==> config.mk <==
export PLATFORM = sky130hd
export DESIGN_NAME = collision_detect
export DESIGN_NICKNAME = d
export VERILOG_FILES = /design/src/rtl/collision_detect_pkg.sv /design/src/rtl/collision_pair_matrix.sv /design/src/rtl/collision_detect.sv
export SDC_FILE = /design/constraint.sdc
export NUM_CORES = 1
export LEC_CHECK = 0
export BUFFER_PORTS_ARGS = -buffer_cell sky130_fd_sc_hd__buf_2
export CORE_MARGIN = 2
export CORE_UTILIZATION = 48
export DETAILED_ROUTE_END_ITERATION = 12
export MAX_ROUTING_LAYER = met4
export PLACE_DENSITY = 0.75
export SLEW_MARGIN = 20
export SYNTH_ARGS = -nofsm -noshare
export SYNTH_HDL_FRONTEND = slang
export SYNTH_SLANG_ARGS = --single-unit
==> constraint.sdc <==
create_clock -name raw_clk -period 2.31 [get_ports raw_clk]
set_input_delay 0.3465 -clock raw_clk [delete_from_list [all_inputs] [get_ports raw_clk]]
set_output_delay 0.3465 -clock raw_clk [all_outputs]
set_load 0.005 [all_outputs]
==> src/rtl/collision_detect_pkg.sv <==
// Shared constants for the collision detector: pair bit positions, register
// window addresses and the fixed pair count.
package collision_detect_pkg;

  localparam int NUM_PAIRS = 15;

  // Bit positions inside the hit/latch/mask vectors
  localparam int CX_M0P1 = 0;
  localparam int CX_M0P0 = 1;
  localparam int CX_M1P0 = 2;
  localparam int CX_M1P1 = 3;
  localparam int CX_P0PF = 4;
  localparam int CX_P0BL = 5;
  localparam int CX_P1PF = 6;
  localparam int CX_P1BL = 7;
  localparam int CX_M0PF = 8;
  localparam int CX_M0BL = 9;
  localparam int CX_M1PF = 10;
  localparam int CX_M1BL = 11;
  localparam int CX_BLPF = 12;
  localparam int CX_P0P1 = 13;
  localparam int CX_M0M1 = 14;

  localparam logic [3:0] CX_LO      = 4'h0;
  localparam logic [3:0] CX_HI      = 4'h1;
  localparam logic [3:0] CX_MASK_LO = 4'h2;
  localparam logic [3:0] CX_MASK_HI = 4'h3;
  localparam logic [3:0] CX_FX_LO   = 4'h4;
  localparam logic [3:0] CX_FX_HI   = 4'h5;
  localparam logic [3:0] CX_FY_LO   = 4'h6;
  localparam logic [3:0] CX_FY_HI   = 4'h7;
  localparam logic [3:0] CX_CLEAR   = 4'h8;

  // Upper seven pair bits presented as a byte with bit 7 zero
  function automatic logic [7:0] pair_hi_byte(input logic [NUM_PAIRS-1:0] v);
    return {1'b0, v[14:8]};
  endfunction

endpackage

==> src/rtl/collision_pair_matrix.sv <==
// Combinational AND of the six object pixels into the 15 collision pairs.
// Zero latency; no flow control.
module collision_pair_matrix
  import collision_detect_pkg::*;
(
  input  logic                 p0,
  input  logic                 p1,
  input  logic                 m0,
  input  logic                 m1,
  input  logic                 bl,
  input  logic                 pf,
  output logic [NUM_PAIRS-1:0] hit
);

  always_comb begin
    hit          = '0;
    hit[CX_M0P1] = m0 & p1;
    hit[CX_M0P0] = m0 & p0;
    hit[CX_M1P0] = m1 & p0;
    hit[CX_M1P1] = m1 & p1;
    hit[CX_P0PF] = p0 & pf;
    hit[CX_P0BL] = p0 & bl;
    hit[CX_P1PF] = p1 & pf;
    hit[CX_P1BL] = p1 & bl;
    hit[CX_M0PF] = m0 & pf;
    hit[CX_M0BL] = m0 & bl;
    hit[CX_M1PF] = m1 & pf;
    hit[CX_M1BL] = m1 & bl;
    hit[CX_BLPF] = bl & pf;
    hit[CX_P0P1] = p0 & p1;
    hit[CX_M0M1] = m0 & m1;
  end

endmodule

==> src/rtl/collision_detect.sv <==
// Sticky collision latches with mask and first-hit beam capture behind a byte register window.
// Pixel-to-latch and read-to-data_out are one cycle; no backpressure, every visible pixel is sampled.
module collision_detect
  import collision_detect_pkg::*;
#(
  parameter int POS_WIDTH = 10
) (
  input  logic                 raw_clk,
  input  logic                 reset,
  input  logic                 enable,
  input  logic                 write_enable,
  input  logic [3:0]           address,
  input  logic [7:0]           data_in,
  output logic [7:0]           data_out,
  input  logic                 in_image,
  input  logic [POS_WIDTH-1:0] hpos,
  input  logic [POS_WIDTH-1:0] vpos,
  input  logic                 p0,
  input  logic                 p1,
  input  logic                 m0,
  input  logic                 m1,
  input  logic                 bl,
  input  logic                 pf,
  output logic                 collision_any
);

  logic [NUM_PAIRS-1:0] hit;
  logic [NUM_PAIRS-1:0] hit_live;

  logic [NUM_PAIRS-1:0] latch_q, latch_d;
  logic [NUM_PAIRS-1:0] mask_q, mask_d;
  logic [POS_WIDTH-1:0] first_x_q, first_x_d;
  logic [POS_WIDTH-1:0] first_y_q, first_y_d;
  logic                 first_valid_q, first_valid_d;
  logic [7:0]           data_out_q, data_out_d;
  logic [7:0]           rd_dat;
  logic                 wr_clear;

  collision_pair_matrix u_matrix (
    .p0  (p0),
    .p1  (p1),
    .m0  (m0),
    .m1  (m1),
    .bl  (bl),
    .pf  (pf),
    .hit (hit)
  );

  assign wr_clear = write_enable && (address == CX_CLEAR);
  assign hit_live = hit & ~mask_q;

  // A clear on the same edge as a hit wins; that pixel is dropped entirely
  always_comb begin
    latch_d       = latch_q;
    first_x_d     = first_x_q;
    first_y_d     = first_y_q;
    first_valid_d = first_valid_q;
    if (wr_clear) begin
      latch_d       = '0;
      first_valid_d = 1'b0;
    end else if (in_image) begin
      latch_d = latch_q | hit;
      if (!first_valid_q && (|hit_live)) begin
        first_x_d     = hpos;
        first_y_d     = vpos;
        first_valid_d = 1'b1;
      end
    end
  end

  always_comb begin
    mask_d = mask_q;
    if (write_enable && (address == CX_MASK_LO)) begin
      mask_d[7:0] = data_in;
    end
    if (write_enable && (address == CX_MASK_HI)) begin
      mask_d[14:8] = data_in[6:0];
    end
  end

  always_comb begin
    rd_dat = 8'h00;
    case (address)
      CX_LO:      rd_dat = latch_q[7:0];
      CX_HI:      rd_dat = pair_hi_byte(latch_q);
      CX_MASK_LO: rd_dat = mask_q[7:0];
      CX_MASK_HI: rd_dat = pair_hi_byte(mask_q);
      CX_FX_LO:   rd_dat = first_x_q[7:0];
      CX_FX_HI:   rd_dat = {first_valid_q, 5'b0, first_x_q[9:8]};
      CX_FY_LO:   rd_dat = first_y_q[7:0];
      CX_FY_HI:   rd_dat = {6'b0, first_y_q[9:8]};
      default:    rd_dat = 8'h00;
    endcase
  end

  always_comb begin
    data_out_d = data_out_q;
    if (enable && !write_enable) begin
      data_out_d = rd_dat;
    end
  end

  always_ff @(posedge raw_clk or posedge reset) begin
    if (reset) begin
      latch_q       <= '0;
      mask_q        <= '0;
      first_x_q     <= '0;
      first_y_q     <= '0;
      first_valid_q <= 1'b0;
      data_out_q    <= 8'h00;
    end else begin
      latch_q       <= latch_d;
      mask_q        <= mask_d;
      first_x_q     <= first_x_d;
      first_y_q     <= first_y_d;
      first_valid_q <= first_valid_d;
      data_out_q    <= data_out_d;
    end
  end

  assign data_out      = data_out_q;
  assign collision_any = |(latch_q & ~mask_q);

endmodule

==> results.json, run 1 <==
{
  "clkSlewWorstSetupHoldPaths_ns": 0.06,
  "synth.distinct_cells": 37,
  "rsz0062_at_grt": "false",
  "yosysSeqAreaShare_pct": 49.7,
  "post_cts_resized": 0,
  "dpl.hpwl_mm": 5.41,
  "cp_data_required_time_ns": 1.96,
  "grt_max_degree": 33,
  "drt_wl_total_mm": 7.32,
  "hold_viol": 0,
  "cts_tree": "yes",
  "hold_path.class": "input pin to asynchronous set/reset pin",
  "final_core_util_pct": 58.8,
  "initial_core_util_pct": 49.9,
  "max_stage_delay_ns": 0.45,
  "antennaDiodeCount": 0,
  "synth-main-ff-cell": "dfrtp_1",
  "wire_per_inst_um": 18.8,
  "syn_avg_cell_area_um2": 11.7,
  "startpoint_type": "register",
  "reg2reg_depth": 6,
  "clk_path_buf_depth": 2,
  "power_density_nw_per_um2": 883,
  "rows": 28,
  "vias": 2236,
  "portBuffers": 51,
  "worstMarginPinSlew_ns": 0.582,
  "track_usage_pct": 25.0,
  "syn_area_um2": 2970,
  "critical_path.top_delay_family": "compound AO/OA/AOI/OAI gates",
  "cp.depth": 4,
  "slowest_stage": "a222oi_1",
  "die-area_um2": 6840,
  "synth_edf_count": 0,
  "drive_above_1_share_pct": 38.4,
  "synthArstFlopShare_pct": 100,
  "p_leak_nw": 1.63,
  "area_delta_synth_final_pct": 17.9,
  "synth_nets": 298,
  "grt_pass1_vias": 2300,
  "synth_cells": 255,
  "fin_crit_sh_pct": 82.8,
  "top_level_ports": 52,
  "die_h_um": 82.7,
  "routed.top_layer": "met4",
  "met3_length_um": 490,
  "end_kind": "primary output",
  "drt_first_iter_violations": 158,
  "path_cells": "inv_1, a222oi_1, nand3_1, buf_2",
  "r2r_slack_ns": 0.47,
  "cts_root_buf": "clkbuf_8",
  "antenna_left": 0,
  "antenna_found_initial": 0,
  "cp_num_buf_inv": 2,
  "maxCapViolCount": 0,
  "clock_sinks": 59,
  "place_inst": 374,
  "period_needed_ns": 1.91,
  "cts_max_level": 3,
  "fp.dieW_um": 82.7,
  "grt_overflow": 0,
  "path_class": "register to primary output",
  "irDropWorstVdd_mv": 0.505,
  "fin_nets": 353,
  "core_area_um2": 5960,
  "hold_buffers": 0,
  "drv_slew": 0,
  "critPathMaxFanout": 3,
  "design_area_um2": 3500,
  "finalClockSkew_ns": 0.00752,
  "ys_ff_latch": 59,
  "stdcell_count": 390,
  "fin_ws_ns": 0.397,
  "place_area_um2": 3310,
  "power_mw": 3.09,
  "drc": 0,
  "setup_violations": 0,
  "dp_slack_ns": 0.352,
  "fin_setup_tns_ns": 0,
  "hold_ws_ns": 0.0554,
  "fmax_ghz": 0.523,
  "slew_headroom_pct": 61.1,
  "yosys_warnings": 0,
  "grt_first_pass_wirelength_mm": 11.7,
  "dr.pass1.iters": 5,
  "wl_met1_mm": 3.14,
  "cts_buffers": 9,
  "critPathArrivalTime_ns": 1.57,
  "cts_setup_buffers": 0,
  "insertion_delay_ns": 0.35,
  "outcome": "finished clean",
  "met2_length_mm": 3.50,
  "vias_per_cell": 5.73,
  "gp_congestion": 0.968
}
==> placed cells by master, fill, tap and decap left out, types with 3 or more instances in the layout <==
cell,n
a22oi_1,5
a32oi_1,3
mux2_2,17
buf_4,4
a21oi_1,11
a31oi_1,6
nand3_1,10
clkinv_2,3
nand2_1,12
mux2i_1,5
a22o_1,4
clkbuf_8,10
buf_2,51
o21ai_0,12
mux2_4,20
nor2_1,15
inv_2,4
mux4_2,5
inv_1,19
nor2b_1,4
o22ai_1,12
dfrtp_1,59
==> kinds of logic after synthesis <==
family,Yosys count,synth area share [%]
AO/OA/AOI/OAI,63,13.7
buffers and inverters,36,5.64
flip-flops,59,49.7
multiplexers,47,22.0
AND/OR/NAND/NOR,50,9.01
==> layer usage <==
| metal | up-vias | global-route usage (%) |
|---|---|---|
| met3 | 20 | 5.22 |
| met4 | 0 | 13.3 |
| met5 | - | - |
| met2 | 93 | 38.6 |
| li1 | 1039 | - |
| met1 | 1084 | 30.8 |
==> state kept, by name, summed over array words and instances (netlist names) <==
name and cells:
mask_q 15, latch_q 15, data_out 8, first_x_q 10, first_y_q 10, first_valid_q 1
==> worst paths after layout <==
path | from | endpoint
worst max-delay path | mask_q[3]$_DFFE_PP0P_ | collision_any
min in group raw_clk | data_in[7] | mask_q[7]$_DFFE_PP0P_
worst max register to register | mask_q[4]$_DFFE_PP0P_ | first_y_q[7]$_DFFE_PP0P_
worst min-delay path | reset | mask_q[1]$_DFFE_PP0P_
max in group asynchronous | reset | latch_q[6]$_DFFE_PP0P_
worst min register to register | data_out[3]$_DFFE_PP0P_ | data_out[3]$_DFFE_PP0P_
==> cell type report <==
class / count / area [um^2]
clock buffer: 11 / 141
tap: 75 / 93.8
clock inverter: 5 / 52.6
fill: 538 / 2450
sequential: 59 / 1480
inverter: 23 / 86.3
multi-input combinational: 160 / 1330
timing repair buffer: 57 / 325
==> synthesized netlist by cell type (all sizes together) (4+ instances only) <==
library cell / instances / area, um^2
nand3: 10 / 50.1
a31oi: 6 / 37.5
mux4: 5 / 113
a21oi: 11 / 55.1
nor2: 15 / 56.3
o21ai: 14 / 70.1
a22oi: 5 / 37.5
nand2: 12 / 45.0
dfrtp: 59 / 1480
mux2i: 5 / 50.1
clkbuf: 6 / 22.5
a22o: 4 / 35.0
mux2: 37 / 492
o22ai: 12 / 75.1
inv: 23 / 86.3
nor2b: 4 / 25.0
buf: 7 / 58.8
==> power by group <==
part,switching [mW],internal (mW)
Sequential,0.217,1.28
Clock,0.396,0.521
Combinational,0.277,0.407
Total,0.890,2.20
==> worst reg2reg max path, cell delays in order (launching register included) <==
cell	delay (ns)
dfrtp_1	0.44
o22ai_1	0.18
o21ai_1	0.10
a41o_1	0.29
nor3_4	0.16
buf_12	0.22
mux2_4	0.34
Note: power is estimated with default switching activity, not from simulation.
==> run 2, diff against run 1 <==
- clock period: 2.31 -> 1.83 ns (I/O delays scaled with it)
==> run 2 against run 1 <==
The flow now finishes with violations (setup timing). Routed wire length is 10% higher. Clock power is 67% higher. Flip-flop and latch count unchanged. Clock skew decreased by 0.0011 ns. Die area did not move. Non-clock buffer count grew 28. Utilization rose by 5.9 points. Register-to-register slack lost 0.44 ns. Critical path type unchanged. Global-route usage up 0.70 points. Hold slack better by 0.079 ns. Setup slack got worse by 0.41 ns. Largest cell class unchanged. Clock-buffer cell count up 1.
==> results.json, run 2 (same netlist as run 1, synthesis figures left out) <==
{
  "period_needed_ns": 1.84,
  "violations": "setup timing",
  "power_mw": 4.44,
  "reg2reg_from": "mask_q[8]$_DFFE_PP0P_",
  "wl_met1_mm": 3.40,
  "cp_data_required_time_ns": 1.56,
  "insertion_delay_ns": 0.34,
  "critPathMaxFanout": 2,
  "finalClockSkew_ns": 0.00638,
  "worst_hold_path.endpoint": "mask_q[7]$_DFFE_PP0P_",
  "final_core_util_pct": 64.8,
  "antenna_left": 0,
  "grt_pass1_vias": 2370,
  "gp_congestion": 0.894,
  "p_leak_nw": 1.83,
  "dpl.hpwl_mm": 5.71,
  "startpoint_type": "register",
  "min_path_cells": 3,
  "fin_ws_ns": -0.0108,
  "initial_core_util_pct": 49.9,
  "hold_viol": 0,
  "vias": 2434,
  "grt_max_degree": 60,
  "hold_path.class": "input pin to register",
  "die_h_um": 82.7,
  "drt_first_iter_violations": 285,
  "hold_start": "data_in[7]",
  "worstMarginPinSlew_ns": 0.456,
  "path_cells": "buf_6, inv_2, a222oi_1, nand3_1, buf_2",
  "met2_length_mm": 3.82,
  "slowest_stage": "dfrtp_1",
  "clock_sinks": 59,
  "maxCapViolCount": 0,
  "rsz0062_at_grt": "true",
  "power_density_nw_per_um2": 1150,
  "die-area_um2": 6840,
  "dr.pass1.iters": 5,
  "core_area_um2": 5960,
  "area_delta_synth_final_pct": 29.8,
  "top_regs": "latch_q x15, mask_q x15",
  "grt_first_pass_wirelength_mm": 12.1,
  "fmax_ghz": 0.543,
  "clk_path_buf_depth": 2,
  "fin_setup_tns_ns": -0.0108,
  "reg2reg_depth": 7,
  "clkSlewWorstSetupHoldPaths_ns": 0.06,
  "cts_max_level": 3,
  "cts_buffers": 9,
  "rows": 28,
  "cts_tree": "yes",
  "top_level_ports": 52,
  "slew_headroom_pct": 69.6,
  "drc": 0,
  "cp_num_buf_inv": 3,
  "end_kind": "primary output",
  "antennaDiodeCount": 0,
  "r2r_slack_ns": 0.03,
  "fin_crit_sh_pct": 101,
  "drive_above_1_share_pct": 44.0,
  "routed.top_layer": "met4",
  "grt_overflow": 0,
  "setup_violations": 1,
  "critPathArrivalTime_ns": 1.57,
  "drt_wl_total_mm": 8.05,
  "portBuffers": 51,
  "outcome": "finished with violations",
  "layout_commonest_cell": "dfrtp_1",
  "fin_nets": 381,
  "wire_per_inst_um": 19.3,
  "irDropWorstVdd_mv": 0.598,
  "max_stage_delay_ns": 0.40,
  "vias_per_cell": 5.82,
  "critical_path.top_delay_family": "flip-flops",
  "track_usage_pct": 25.7,
  "antenna_found_initial": 0,
  "met3_length_um": 686,
  "drv_slew": 0,
  "cts_root_buf": "clkbuf_8",
  "path_class": "register to primary output",
  "fp.dieW_um": 82.7,
  "r2r-end": "first_y_q[2]$_DFFE_PP0P_",
  "final_cell_mix": "dfrtp_1, buf_2, buf_4"
}
## run 2: worst register-to-register path, stage by stage (launching register included)
cell and delay, ns:
dfrtp_1 0.42, o22ai_1 0.13, o21ai_1 0.09, a41o_1 0.29
nor3_4 0.16, buf_12 0.15, clkbuf_16 0.15, mux2_4 0.30
## run 2: worst max path at each step
stage                                     start                       end  cells after the start
after floorplan                           reset   data_out[0]$_DFFE_PP0P_                      1
after global placement                       p0  first_y_q[9]$_DFFE_PP0P_                      8
after detailed placement                     p1  first_x_q[5]$_DFFE_PP0P_                      8
after CTS                 mask_q[8]$_DFFE_PP0P_             collision_any                      5
after global routing      mask_q[8]$_DFFE_PP0P_             collision_any                      5
final                     mask_q[8]$_DFFE_PP0P_             collision_any                      5
## run 2: area by class of cell
type / count / area (um^2)
clock inverters: 4 / 95.1
fillers: 442 / 2100
multi-input cells: 160 / 1340
well taps: 75 / 93.8
flip-flops and latches: 59 / 1480
inverters: 23 / 86.3
repair buffers: 85 / 606
clock buffers: 12 / 165
## run 2: per-layer routing
layer | vias to the layer above | track usage [%]
met5 | - | -
met4 | 0 | 8.85
met3 | 14 | 6.63
met2 | 129 | 39.5
met1 | 1196 | 33.1
li1 | 1095 | -
## run 2: what timing repair did
action | 4_1_cts | 5_1_grt
setup endpoints to repair | 0 | 20
hold buffers | 1 | 0
setup buffers | 0 | 3
gates resized for setup | 0 | 3
endpoints found under the hold margin | 59 | 0
## run 2: power breakdown
group	internal [mW]	switching (mW)	total (mW)
clock	1.01	0.514	1.53
sequential	1.61	0.226	1.84
combinational	0.628	0.452	1.08
total	3.25	1.19	4.44
## run 2: through the flow
step                      instance area (um^2)  setup slack (ns)  std cells  hold slack [ns]
after global placement                    3480            0.0371        395            0.355
after CTS                                 3750           0.00547        412            0.130
final                                     3860           -0.0108        418            0.135
after floorplan                           2970            0.0992        255            0.371
after global routing                      3860           -0.0779        418            0.157
after detailed placement                  3480          -0.00746        395            0.356
